**src/rtl/tanso_meter.sv**
```systemverilog
// Period / high-time meter for a slow asynchronous square wave, with a no-edge timeout.
// Define TANSO_METER_DUTY_EN to build the high-time measurement; otherwise high_time is tied to 0.
module tanso_meter #(
  parameter int unsigned TMO = 20000000,
  parameter int unsigned W   = 31
) (
  input  logic         clk,
  input  logic         rst,
  input  logic         sig_in,
  output logic [W-1:0] period,
  output logic [W-1:0] high_time,
  output logic         valid,
  output logic         timeout,
  output logic         busy
);

  localparam logic [W-1:0] TMO_W = W'(TMO);
  localparam logic [W-1:0] ONE   = W'(1);

  typedef enum logic {WAIT_RISE, RUN} state_t;

  function automatic logic [W-1:0] sat_inc(input logic [W-1:0] v);
    return (v >= TMO_W) ? TMO_W : v + ONE;
  endfunction

  state_t       state_q, state_d;
  logic         sync1_q, s_q, s_dly_q;
  logic [W-1:0] cnt_q, cnt_d;
  logic [W-1:0] period_q, period_d;
  logic [W-1:0] high_q, high_d;
  logic         cap_q, cap_d;
  logic         valid_q;
  logic         timeout_q, timeout_d;
  logic         rise;

  assign rise = s_q & ~s_dly_q;

`ifdef TANSO_METER_DUTY_EN
  logic [W-1:0] hcnt_q, hcnt_d;
  logic [W-1:0] hi_lat_q, hi_lat_d;
  logic         fall;

  assign fall = ~s_q & s_dly_q;
`endif

  always_comb begin
    state_d   = state_q;
    cnt_d     = sat_inc(cnt_q);
    period_d  = period_q;
    high_d    = high_q;
    cap_d     = 1'b0;
    timeout_d = timeout_q;
`ifdef TANSO_METER_DUTY_EN
    hcnt_d    = hcnt_q;
    hi_lat_d  = hi_lat_q;
`endif
    // A rise beats a simultaneous timeout; a rise out of WAIT_RISE only arms the measurement.
    if (rise) begin
      state_d = RUN;
      cnt_d   = ONE;
`ifdef TANSO_METER_DUTY_EN
      hcnt_d  = ONE;
`endif
      if (state_q == RUN) begin
        period_d  = cnt_q;
`ifdef TANSO_METER_DUTY_EN
        high_d    = hi_lat_q;
`endif
        cap_d     = 1'b1;
        timeout_d = 1'b0;
      end
    end else if (cnt_q == TMO_W) begin
      state_d   = WAIT_RISE;
      timeout_d = 1'b1;
      period_d  = '0;
      high_d    = '0;
    end
`ifdef TANSO_METER_DUTY_EN
    else if (state_q == RUN) begin
      if (s_q) hcnt_d = sat_inc(hcnt_q);
      if (fall) hi_lat_d = hcnt_q;
    end
`endif
  end

  always_ff @(posedge clk) begin
    if (rst) begin
      state_q   <= WAIT_RISE;
      sync1_q   <= 1'b0;
      s_q       <= 1'b0;
      s_dly_q   <= 1'b0;
      cnt_q     <= '0;
      period_q  <= '0;
      high_q    <= '0;
      cap_q     <= 1'b0;
      valid_q   <= 1'b0;
      timeout_q <= 1'b0;
`ifdef TANSO_METER_DUTY_EN
      hcnt_q    <= '0;
      hi_lat_q  <= '0;
`endif
    end else begin
      state_q   <= state_d;
      sync1_q   <= sig_in;
      s_q       <= sync1_q;
      s_dly_q   <= s_q;
      cnt_q     <= cnt_d;
      period_q  <= period_d;
      high_q    <= high_d;
      cap_q     <= cap_d;
      valid_q   <= cap_q;
      timeout_q <= timeout_d;
`ifdef TANSO_METER_DUTY_EN
      hcnt_q    <= hcnt_d;
      hi_lat_q  <= hi_lat_d;
`endif
    end
  end

  assign period    = period_q;
  assign high_time = high_q;
  assign valid     = valid_q;
  assign timeout   = timeout_q;
  assign busy      = (state_q == RUN);

endmodule

```
**config.mk**
```make
export PLATFORM = sky130hd
export DESIGN_NAME = tanso_meter
export DESIGN_NICKNAME = d
export VERILOG_FILES = /design/src/rtl/tanso_meter.sv
export SDC_FILE = /design/constraint.sdc
export NUM_CORES = 1
export LEC_CHECK = 0
export ABC_AREA = 1
export CORE_MARGIN = 4
export CORE_UTILIZATION = 40
export DETAILED_ROUTE_END_ITERATION = 7
export GPL_TIMING_DRIVEN = 0
export PLACE_DENSITY = 0.69
export SYNTH_ARGS = -nofsm -noshare
export SYNTH_HDL_FRONTEND = slang
export SYNTH_SLANG_ARGS = --single-unit
```
**constraint.sdc**
```tcl
create_clock -name clk -period 1.75 [get_ports clk]
set_input_delay 0.2625 -clock clk [delete_from_list [all_inputs] [get_ports clk]]
set_output_delay 0.2625 -clock clk [all_outputs]
set_load 0.1 [all_outputs]
```
# [Yosys cells after proc, flatten, opt, wreduce, memory -nomap -nowiden]
# Cells that the tools add are included.
[totals] register_bits=69 input_bits=3 output_inout_bits=65 word_cells=34
[classes] add_sub_neg=1 n_lt_le_gt_ge=1 eq_ne=2 muxes=11 bitwise=3 reduce_logical=5
[ops] op="$mux W31" count=3
[ops] op="$add A31 B1 Y31 const B" count=1
[ops] op="$eq A31 B25 Y1 const B" count=1
[ops] op="$ge A31 B25 Y1 const B" count=1
[ops] op="$mux W25" count=1
[ops] op="$mux W1" count=7
[ops] op="$reduce_or A2 Y1" count=2
[ops] op="$reduce_or A3 Y1" count=1
[ops] op="$ne A2 B2 Y1 const B" count=1
[ops] op="$not A1 Y1" count=2
[ops] op="$reduce_and A2 Y1" count=1
[ops] op="$reduce_bool A2 Y1" count=1
[ops] op="$and A1 B1 Y1" count=1

# [Depth between registers and ports, before layout]
# Gate-level depths: netlist of run 1.
[depth] depth_word=4 depth_mapped=10 mapped_depth_nobuf=10

# [Worst setup path before layout of run 1]
# OpenSTA, ideal clock, no wires.
[synth_timing] path_type="register to register" from="register state_q (netlist: busy)" to="register period_q[2] (netlist: period[2])" setup_time_ns=0.062 arrival_ns=1.705 required_ns=1.688 slack_ns=-0.016 path_stages_with_launch=6 path_buffers=1 period_less_slack_ns=1.766 path_cell_list="dfxtp_1 -> nand2_2 -> nor2_2 -> buf_2 -> nand2_1 -> nand2_1"
[synth_between] elab_chain_len=2
[synth_lines] item="start, declared" line_no="26" source="state_t state_q, state_d;"
[synth_lines] item="start signal, assigned" line_no="103" source="state_q <= state_d;"
[synth_lines] item="$ne A2 B2 Y1 (no source line)"
[synth_lines] item="$reduce_and A2 Y1 (no source line)"
[synth_lines] item="end signal, assigned" line_no="108" source="period_q <= period_d;"
[synth_lines] item="end, declared" line_no="29" source="logic [W-1:0] period_q, period_d;"
# No other way between the ends.
# A chain may end at the register's enable or synchronous reset.

# [Worst setup path in the final report of run 1]
[layout_timing] from="register cnt_q[22]" to="register cnt_q[0]"
[layout_between] elab_chain_len=3
[layout_lines] item="start, declared" line_no="28" source="logic [W-1:0] cnt_q, cnt_d;"
[layout_lines] item="start signal, assigned" line_no="107" source="cnt_q <= cnt_d;"
[layout_lines] item="$ge A31 B25 Y1" line_no="23" source="return (v >= TMO_W) ? TMO_W : v + ONE;"
[layout_lines] item="$mux W25" line_no="23"
[layout_lines] item="$mux W1" line_no="58" source="if (rise) begin"
# No other way between the ends.

==> results of run 1 <==
[sequential cells by signal, indices dropped and copies added (netlist names)]
signal,count
cap_q,1
s_dly_q,1
busy,1
s_q,1
cnt_q,31
period,31
valid,1
timeout,1
sync1_q,1
[worst max-delay path: cells and delay by family (launching register included)]
kind,cells,cell delay (ns)
AOI/OAI and AO/OA,1,0.12
DFF,1,0.40
and+or+nand+nor,5,0.91
[Yosys cell counts, drive strengths merged]
library cell and count:
or2 4, nand3b 2, xor2 8, buf 41, inv 72, conb 1, ha 2, nand4 5
clkbuf 4, nor3 2, nand3 58, nor2 97, nand2 148, a21oi 8, xnor2 2, o21ai 2
dfxtp 69
[where the power goes]
| group | internal (mW) | total (mW) | leakage [nW] | switching [mW] |
|---|---|---|---|---|
| logic | 0.0846 | 0.482 | 1.28 | 0.398 |
| clock network | 0.848 | 1.50 | 0.114 | 0.649 |
| registers | 1.60 | 1.63 | 0.563 | 0.0328 |
[area by class of cell]
cell class                 count  area (um2)
multi-input combinational    375        1824
tap                          108       135.1
sequential                    69        1385
inverter                      72       270.3
buffer                        45       325.3
clock buffer                  11       141.4
clock inverter                 5       82.58
timing repair buffer          35       392.9
fill                         910        4249
[what timing repair did]
action | CTS | global route
resized for setup | 103 | 3
pin swaps | 0 | 0
endpoints found under the setup margin | 35 | 4
[metrics by stage]
step / hold slack, ns / std cells / setup slack, ns
3_5_place_dp: 0.3925 / 704 / 0.009616
5_1_grt: 0.4000 / 720 / 0.004511
6_report: 0.3757 / 720 / 0.1924
2_1_floorplan: 0.3695 / 561 / 0.3540
3_3_place_gp: 0.3910 / 704 / 0.01424
4_1_cts: 0.3660 / 720 / 0.08235
[metal layers]
layer | global-route usage, % | share of wire [%] | vias to the layer above
met5 | 0 | 0 | -
met4 | 6.648 | 1.6 | 0
met3 | 4.291 | 5.6 | 15
met2 | 26.03 | 46 | 80
met1 | 20.40 | 47 | 1374
li1 | - | - | 1689
[cells by family (layout without fill, tap and decap cells)]
group / count (synthesis) / count (layout) / share of synthesized area, %
compound gates: 10 / 10 / 1.676
xor+xnor: 10 / 10 / 2.394
fa+ha+maj: 2 / 2 / 0.6839
buf+inv: 117 / 168 / 16.28
flops: 69 / 69 / 37.76
other cells: 1 / 37 / 0.1025
simple gates: 316 / 316 / 41.11
[worst max path at each step]
| stage | to | cells past startpoint | slack, ns |
|---|---|---|---|
| floorplan | cnt_q[16] | 8 | 0.35 |
| global placement | busy | 1 | 0.01 |
| detailed placement | cnt_q[16] | 8 | 0.01 |
| CTS | cnt_q[16] | 8 | 0.08 |
| global route | cnt_q[16] | 8 | 0.005 |
| finish | cnt_q[0] | 6 | 0.19 |
==> metrics.log, run 1 <==
[metrics] status: finished clean
[metrics] clock skew: 0.007911 ns
[metrics] Synth area leader: sky130_fd_sc_hd__dfxtp_1
[metrics] per-instance average area after synthesis: 6.969 um2
[metrics] unrepaired setup endpoints after global routing: no
[metrics] Finish-stage setup viols: 0
[metrics] DRT antenna net count: 0
[metrics] antenna diode count: 0
[metrics] slack of the worst reg-to-reg path: 0.19 ns
[metrics] most used cells in the layout excluding fill and tap cells: sky130_fd_sc_hd__nand2_1, sky130_fd_sc_hd__nor2_1, sky130_fd_sc_hd__inv_1, sky130_fd_sc_hd__dfxtp_1, sky130_fd_sc_hd__conb_1
[metrics] upper clock frequency limit: 642.0 MHz
[metrics] H-tree Lvls: 3
[metrics] net count reported at finish: 612
[metrics] input/output buffers: 35
[metrics] clock buffer depth: 2
[metrics] first-pass GRT wire length: 14170 um
[metrics] Total Power: 3.609 mW
[metrics] die height: 103.6 um
[metrics] count of mapped cells out of synthesis: 525
[metrics] number of sinks driven by the clock tree: 69
[metrics] hold depth: 4
[metrics] Crit Path Category: flop to flop
[metrics] proportion of layout cells with a drive suffix above 1: 23.53%
[metrics] slowest cell on the critical path: sky130_fd_sc_hd__dfxtp_1
[metrics] post-route setup TNS: 0 ns
[metrics] Pwr Density: 792.0 nW/um2
[metrics] Crit path required time: 1.98 ns
[metrics] slowest cell delay on critical path: 0.40 ns
[metrics] ranking of synthesized cells by area: sky130_fd_sc_hd__dfxtp_1, sky130_fd_sc_hd__nand2_1, sky130_fd_sc_hd__nor2_1
[metrics] number of distinct standard cells referenced by the synthesized netlist: 29
[metrics] initial antenna violation count: 0
[metrics] starting utilization of the core area: 41.55%
[metrics] critical path startpoint category: flop
[metrics] maximum number of pins on one net before global-route repair: 13
[metrics] final design area excluding fillers: 4557 um2
[metrics] cell at the root of the clock tree: sky130_fd_sc_hd__clkbuf_8
[metrics] Critical R2R Launch: cnt_q[22]
[metrics] final-report hold violation count: 0
[metrics] half-perimeter wire length after placement: 6538 um
[metrics] crit-path most repeated cell: sky130_fd_sc_hd__nor2_1
[metrics] overall fraction of global-route tracks in use: 16.12%
[metrics] area of the mapped netlist: 3659 um2
[metrics] detailed-routing iteration count for the pre-antenna-repair pass: 4
[metrics] kind of path behind the tightest hold check: primary input to flop
[metrics] total clock buffers created by CTS: 9
[metrics] fraction of the yosys area taken by sequential cells: 37.76%
[metrics] synth warn: 0
[metrics] endpoint of the worst hold-timing path: busy
[metrics] DRT iter0 DRCs: 129
[metrics] number of global-route vias before repair: 3018
[metrics] overflow left after global routing: 0
[metrics] worst setup path startpoint: cnt_q[22]
[metrics] fraction of post-synthesis cell area in the top cell type by area: 37.76%
[metrics] most common cell after layout, fill and taps aside: sky130_fd_sc_hd__nand2_1
[metrics] share of the cycle needed by the critical path after routing: 89.00%
[metrics] data arrival time of the worst path: 1.79 ns
[metrics] Post-Route WL: 8357 um
[metrics] R2R depth: 6
[metrics] Die Area: 10740 um2
[metrics] actual transition at the worst max-transition pin: 0.5658 ns
[metrics] Min-Delay Startpoint: rst
[metrics] static power due to leakage: 1.960 nW
[metrics] core utilization of the finished layout: 51.75%
[metrics] Area Growth Syn to Fin: 24.56%
[metrics] insertion delay of the later-clocked pin in the worst-skew pair: 0.35 ns
[metrics] Std-Cell Rows: 34
[metrics] R2R Path End: cnt_q[0]
[metrics] worst-case vdd ir drop: 0.0003319 V
[metrics] post-synthesis sequential element count: 69
[metrics] wire per inst: 11.61 um
[metrics] final critical path time including I/O delays and setup: 1.558 ns
[metrics] maximum capacitance violations: 0
[metrics] setup fix buffers added after clock tree synthesis: 0
[metrics] largest fanout of any net on the critical path: 6
[metrics] routability congestion estimate from global placement: 0.8654
[metrics] TritonCTS clock tree: done
[metrics] core area: 8806 um2
[metrics] die boundary width: 103.6 um
[metrics] max-slew headroom at the worst pin: 61.99%
[metrics] vias after detailed routing: 3158
[metrics] cells along the critical path: nor2_1 > nand3_1 > nor2_1 > nand3_2 > nand2_1 > o21ai_0
[metrics] final max-slew violation count: 0
[metrics] Via density: 4.386
[metrics] CTS Hold Bufs: 0
[metrics] clock-pin slew reported for the worst setup and hold paths after clock tree synthesis: 0.08 ns
[metrics] ports placed on the boundary: 68
[metrics] cell area after placement: 4280 um2
[metrics] endpoint kind of the worst setup timing path: flop
[metrics] count of unresolved DRC violations after routing: 0
Note: power is estimated with default switching activity, not from simulation.
==> run 2, diff against run 1 <==
==> constraint.sdc (replaced) <==
create_clock -name clk -period 1.55 [get_ports clk]
set_input_delay 0.2325 -clock clk [delete_from_list [all_inputs] [get_ports clk]]
set_output_delay 0.2325 -clock clk [all_outputs]
set_load 0.1 [all_outputs]
==> metrics.log, run 2 (synthesized netlist as in run 1, its figures left out) <==
[metrics] half-perimeter wire length after placement: 6538 um
[metrics] H-tree Lvls: 3
[metrics] initial antenna violation count: 0
[metrics] switching part of the total: 29.83%
[metrics] area taken by multi-input logic gates: 1887 um2
[metrics] clock skew: 0.01071 ns
[metrics] largest fanout of any net on the critical path: 10
[metrics] cell at the root of the clock tree: sky130_fd_sc_hd__clkbuf_8
[metrics] switching power: 1.216 mW
[metrics] core utilization of the finished layout: 54.21%
[metrics] final max-slew violation count: 0
[metrics] proportion of layout cells with a drive suffix above 1: 29.60%
[metrics] clock buffer depth: 2
[metrics] actual transition at the worst max-transition pin: 0.5877 ns
[metrics] number of global-route vias before repair: 3050
[metrics] sequential cell fraction of total power: 45.1%
[metrics] worst hold slack: 0.3399 ns
[metrics] upper clock frequency limit: 639.6 MHz
[metrics] data arrival time of the worst path: 1.80 ns
[metrics] DRT iter0 DRCs: 131
[metrics] first-pass GRT wire length: 14280 um
[metrics] Area Growth Syn to Fin: 30.47%
[metrics] final-report hold violation count: 0
[metrics] insertion delay of the later-clocked pin in the worst-skew pair: 0.35 ns
[metrics] Die Area: 10740 um2
[metrics] status: complete, but fails checks
[metrics] max-slew headroom at the worst pin: 60.52%
[metrics] Pwr Density: 854.2 nW/um2
[metrics] most used cells in the layout excluding fill and tap cells: sky130_fd_sc_hd__nand2_1, sky130_fd_sc_hd__nor2_1, sky130_fd_sc_hd__inv_1, sky130_fd_sc_hd__dfxtp_1, sky130_fd_sc_hd__buf_4
[metrics] Logic pwr share: 13.6%
[metrics] net count reported at finish: 625
[metrics] Crit Path Category: flop to flop
[metrics] overall fraction of global-route tracks in use: 16.25%
[metrics] Finish-stage setup viols: 12
[metrics] kind of path behind the tightest hold check: primary input to flop
[metrics] number of fill cells: 881
[metrics] most common cell after layout, fill and taps aside: sky130_fd_sc_hd__nand2_1
[metrics] overflow left after global routing: 0
[metrics] clock-pin slew reported for the worst setup and hold paths after clock tree synthesis: 0.08 ns
[metrics] critical path startpoint category: flop
[metrics] final critical path time including I/O delays and setup: 1.563 ns
[metrics] setup ws final: -0.01343 ns
[metrics] Std-Cell Rows: 34
[metrics] core area: 8806 um2
[metrics] detailed-routing iteration count for the pre-antenna-repair pass: 4
[metrics] footprint of the flip-flops and latches: 1409 um2
[metrics] endpoint kind of the worst setup timing path: flop
[metrics] vias after detailed routing: 3235
[metrics] DRT antenna net count: 0
[metrics] unrepaired setup endpoints after global routing: yes
[metrics] share of the cycle needed by the critical path after routing: 100.9%
[metrics] worst-case vdd ir drop: 0.0003710 V
[metrics] static power due to leakage: 2.069 nW
[metrics] total clock buffers created by CTS: 9
[metrics] failing checks: negative setup slack
[metrics] count of unresolved DRC violations after routing: 0
[metrics] Clk pwr share: 41.3%
[metrics] starting utilization of the core area: 41.55%
[metrics] Internal Dissipation: 2.861 mW
[metrics] die boundary width: 103.6 um
[metrics] Via density: 4.413
[metrics] TritonCTS clock tree: done
[metrics] input/output buffers: 35
[metrics] Post-Route WL: 8726 um
[metrics] antenna diode count: 0
[metrics] number of sinks driven by the clock tree: 69
[metrics] routability congestion estimate from global placement: 0.8654
[metrics] wire per inst: 11.90 um
[metrics] die height: 103.6 um
[metrics] Crit path required time: 1.79 ns
[metrics] ports placed on the boundary: 68
[metrics] maximum number of pins on one net before global-route repair: 13
[metrics] maximum capacitance violations: 0
[metrics] pre-CTS WS: -0.1904 ns
==> run 2: cell types whose count changed in the layout (fill, tap and decap cells not counted), moves of 3 or more <==
cell,previous run,this run
sky130_fd_sc_hd__dfxtp_1,66,51
sky130_fd_sc_hd__dfxtp_2,3,16
sky130_fd_sc_hd__buf_4,32,44
sky130_fd_sc_hd__nor2_1,81,76
sky130_fd_sc_hd__nand2_1,142,139
sky130_fd_sc_hd__nor2_4,6,9
==> run 2: area by class of cell <==
type                            count  area share [%]
Multi-Input combinational cell    375           39.53
Sequential cell                    69           29.52
Timing Repair Buffer               48           10.64
Buffer                             45           7.077
Inverter                           72           5.714
Clock buffer                       11           2.962
Tap cell                          108           2.831
Clock inverter                      5           1.730
==> run 2: worst max-delay path, cell delays in order (launching register included) <==
cell                      delay, ns
sky130_fd_sc_hd__dfxtp_4       0.38
sky130_fd_sc_hd__inv_4         0.07
sky130_fd_sc_hd__ha_4          0.13
sky130_fd_sc_hd__nand2_2       0.05
sky130_fd_sc_hd__nor2_2        0.11
sky130_fd_sc_hd__nand2_2       0.07
sky130_fd_sc_hd__nor2_4        0.12
sky130_fd_sc_hd__nand4_4       0.20
sky130_fd_sc_hd__buf_6         0.21
sky130_fd_sc_hd__nand3_1       0.06
sky130_fd_sc_hd__nand2_1       0.05
==> run 2: power groups by stage <==
stage	clock (mW)	combinational (mW)	sequential (mW)
after global placement	0	0.540	1.88
after detailed placement	0	0.542	1.88
final	1.68	0.554	1.84
after floorplan	0	0.478	1.90
after CTS	1.72	0.542	1.84
after global routing	1.79	0.582	1.85
==> run 2: repair_timing <==
action / CTS / global route
gates cloned: 0 / 1
resized for setup: 107 / 39
setup endpoints to repair: 70 / 52
hold buffers: 0 / 0
buffers inserted: 0 / 12
pin swaps: 0 / 4
==> run 2: routing by layer <==
metal / vias up / track usage [%] / share of wire (%)
met5: - / 0 / 0
met4: 0 / 6.648 / 1.4
met3: 12 / 4.291 / 5.1
met2: 75 / 26.50 / 48
met1: 1434 / 20.40 / 46
li1: 1714 / - / -
==> run 2: path summary, 6_finish.rpt <==
| path | from | endpoint | slack, ns | depth (start not counted) |
|---|---|---|---|---|
| worst max-delay path | cnt_q[0] | period[10] | -0.01 | 10 |
| worst max register to register | cnt_q[0] | period[10] | -0.01 | 10 |
| worst min register to register | cap_q | valid | 0.40 | 2 |
| worst min-delay path | rst | busy | 0.34 | 4 |
==> run 2: through the flow <==
stage,area (um2),TNS (ns),power (mW),std cells
after CTS,4559,0,4.096,720
final,4773,-0.06202,4.077,733
after global routing,4773,-2.448,4.216,733
after floorplan,3795,0,2.378,561
after detailed placement,4280,-5.532,2.424,704
after global placement,4280,-4.850,2.421,704
==> run 3, diff against run 2 <==
--- a/config.mk
+++ b/config.mk
@@ -14,3 +14,4 @@
 export SYNTH_ARGS = -nofsm -noshare
 export SYNTH_HDL_FRONTEND = slang
 export SYNTH_SLANG_ARGS = --single-unit
+export TNS_END_PERCENT = 30
==> metrics.log, run 3 (synthesized netlist as in run 1, its figures left out) <==
[metrics] CP delay by family, top: simple AND/OR/NAND/NOR gates
[metrics] actual transition at the worst max-transition pin: 0.5472 ns
[metrics] Via density: 4.424
[metrics] initial antenna violation count: 0
[metrics] kind of path behind the tightest hold check: primary input to flop
[metrics] clock-pin slew reported for the worst setup and hold paths after clock tree synthesis: 0.08 ns
[metrics] buffer and inverter count on the worst path: 2
[metrics] Area Growth Syn to Fin: 30.34%
[metrics] routability congestion estimate from global placement: 0.8654
[metrics] status: finished clean
[metrics] first-pass GRT wire length: 14280 um
[metrics] static power due to leakage: 2.064 nW
[metrics] Post-Route WL: 8743 um
[metrics] wire per inst: 11.96 um
[metrics] worst hold slack: 0.3468 ns
[metrics] overflow left after global routing: 0
[metrics] clock skew: 0.008186 ns
[metrics] worst-case vdd ir drop: 0.0003726 V
[metrics] final max-slew violation count: 0
[metrics] hold depth: 4
[metrics] critical path startpoint category: flop
[metrics] final-report hold violation count: 0
[metrics] data arrival time of the worst path: 1.79 ns
[metrics] R2R depth: 10
[metrics] endpoint kind of the worst setup timing path: flop
[metrics] area taken by multi-input logic gates: 1896 um2
[metrics] ports placed on the boundary: 68
[metrics] upper clock frequency limit: 647.4 MHz
[metrics] share of the cycle needed by the critical path after routing: 99.66%
[metrics] endpoint of the worst hold-timing path: busy
[metrics] slack of the worst reg-to-reg path: 0.005 ns
[metrics] Pwr Density: 854.9 nW/um2
[metrics] Die Area: 10740 um2
[metrics] Crit Path Category: flop to flop
[metrics] input/output buffers: 35
[metrics] Std-Cell Rows: 34
[metrics] post-route setup TNS: 0 ns
[metrics] M3 GR Usage: 4.291%
[metrics] proportion of layout cells with a drive suffix above 1: 29.53%
[metrics] global routing met2 resource utilization: 26.50%
[metrics] die height: 103.6 um
[metrics] core area: 8806 um2
[metrics] max-slew headroom at the worst pin: 63.52%
[metrics] insertion delay of the later-clocked pin in the worst-skew pair: 0.35 ns
[metrics] Crit path required time: 1.79 ns
[metrics] largest fanout of any net on the critical path: 10
[metrics] vias after detailed routing: 3234
[metrics] unrepaired setup endpoints after global routing: yes
[metrics] maximum capacitance violations: 0
[metrics] starting utilization of the core area: 41.55%
[metrics] Critical R2R Launch: cnt_q[0]
[metrics] DRT iter0 DRCs: 154
[metrics] H-tree Lvls: 3
[metrics] half-perimeter wire length after placement: 6538 um
[metrics] antenna diode count: 0
[metrics] cell at the root of the clock tree: sky130_fd_sc_hd__clkbuf_8
[metrics] slowest cell on the critical path: sky130_fd_sc_hd__dfxtp_4
[metrics] footprint of the flip-flops and latches: 1408 um2
[metrics] net count reported at finish: 623
[metrics] total clock buffers created by CTS: 9
[metrics] number of fill cells: 883
[metrics] clock buffer depth: 2
[metrics] detailed-routing iteration count for the pre-antenna-repair pass: 4
[metrics] number of sinks driven by the clock tree: 69
[metrics] most used cells in the layout excluding fill and tap cells: sky130_fd_sc_hd__nand2_1, sky130_fd_sc_hd__nor2_1, sky130_fd_sc_hd__inv_1, sky130_fd_sc_hd__dfxtp_1, sky130_fd_sc_hd__buf_4
[metrics] TritonCTS clock tree: done
[metrics] crit-path most repeated cell: sky130_fd_sc_hd__nand2_2
[metrics] maximum number of pins on one net before global-route repair: 13
[metrics] number of global-route vias before repair: 3050
[metrics] Finish-stage setup viols: 0
[metrics] cells along the critical path: inv_4 > ha_4 > nand2_2 > nor2_2 > nand2_2 > nor2_4 > nand4_4 > buf_8 > nand3_2 > nand2_1
[metrics] most used routing layer in global routing: met2
[metrics] final critical path time including I/O delays and setup: 1.545 ns
[metrics] R2R Path End: period[22]
[metrics] met1 usage: 20.40%
[metrics] count of unresolved DRC violations after routing: 0
[metrics] die boundary width: 103.6 um
[metrics] most common cell after layout, fill and taps aside: sky130_fd_sc_hd__nand2_1
[metrics] Min-Delay Startpoint: rst
[metrics] DRT antenna net count: 0
[metrics] overall fraction of global-route tracks in use: 16.25%
[metrics] slowest cell delay on critical path: 0.37 ns
## run 3: worst min-delay path, delay by kind of cell
family / cells / cell delay, ns
buffers and inverters: 2 / 0.31
and+or+nand+nor: 2 / 0.14
## run 3: worst max-delay path by stage
stage | to | start | slack (ns) | cells past startpoint
2_1_floorplan | cnt_q[16] | cnt_q[0] | 0.15 | 8
3_3_place_gp | cnt_q[16] | cnt_q[0] | -0.16 | 8
3_5_place_dp | cnt_q[16] | cnt_q[0] | -0.19 | 8
4_1_cts | period[25] | period[25] | -0.20 | 1
5_1_grt | period[10] | cnt_q[0] | -0.08 | 10
6_report | period[22] | cnt_q[0] | 0.005 | 10
## run 3: layer usage
metal | up-vias | wire [um]
met2 | 90 | 4170
met4 | 0 | 124
li1 | 1706 | -
met3 | 13 | 589
met5 | - | 0
met1 | 1425 | 3858
## run 3: final cells by class
| cell class | count | area share [%] |
|---|---|---|
| Inverter | 72 | 5.825 |
| Timing Repair Buffer | 46 | 10.21 |
| Clock inverter | 5 | 1.732 |
| Multi-Input combinational cell | 375 | 39.75 |
| Buffer | 45 | 7.163 |
| Clock buffer | 11 | 2.965 |
| Sequential cell | 69 | 29.52 |
| Tap cell | 108 | 2.834 |
## run 3: stage by stage
stage                     instance area, um2  util, %  setup slack, ns  std cells  power, mW
after floorplan                         3795        -           0.1540        561      2.378
after global placement                  4280    48.61          -0.1582        704      2.421
after detailed placement                4280    48.61          -0.1904        704      2.424
after CTS                               4558    51.76          -0.2046        720      4.096
after global routing                    4768    54.15         -0.08253        731      4.215
final                                   4768    54.15         0.005335        731      4.077
## run 3: timing repair
action,CTS,global route
buffers inserted,0,10
hold buffers,0,0
cloned,0,1
pin swaps,0,9
gates resized for setup,106,44
endpoints found under the setup margin,70,53
## run 3: power breakdown
part           switching (mW)  internal, mW  leakage [nW]
logic                   0.453         0.101          1.38
clock network           0.726         0.957         0.114
registers              0.0365          1.80         0.568
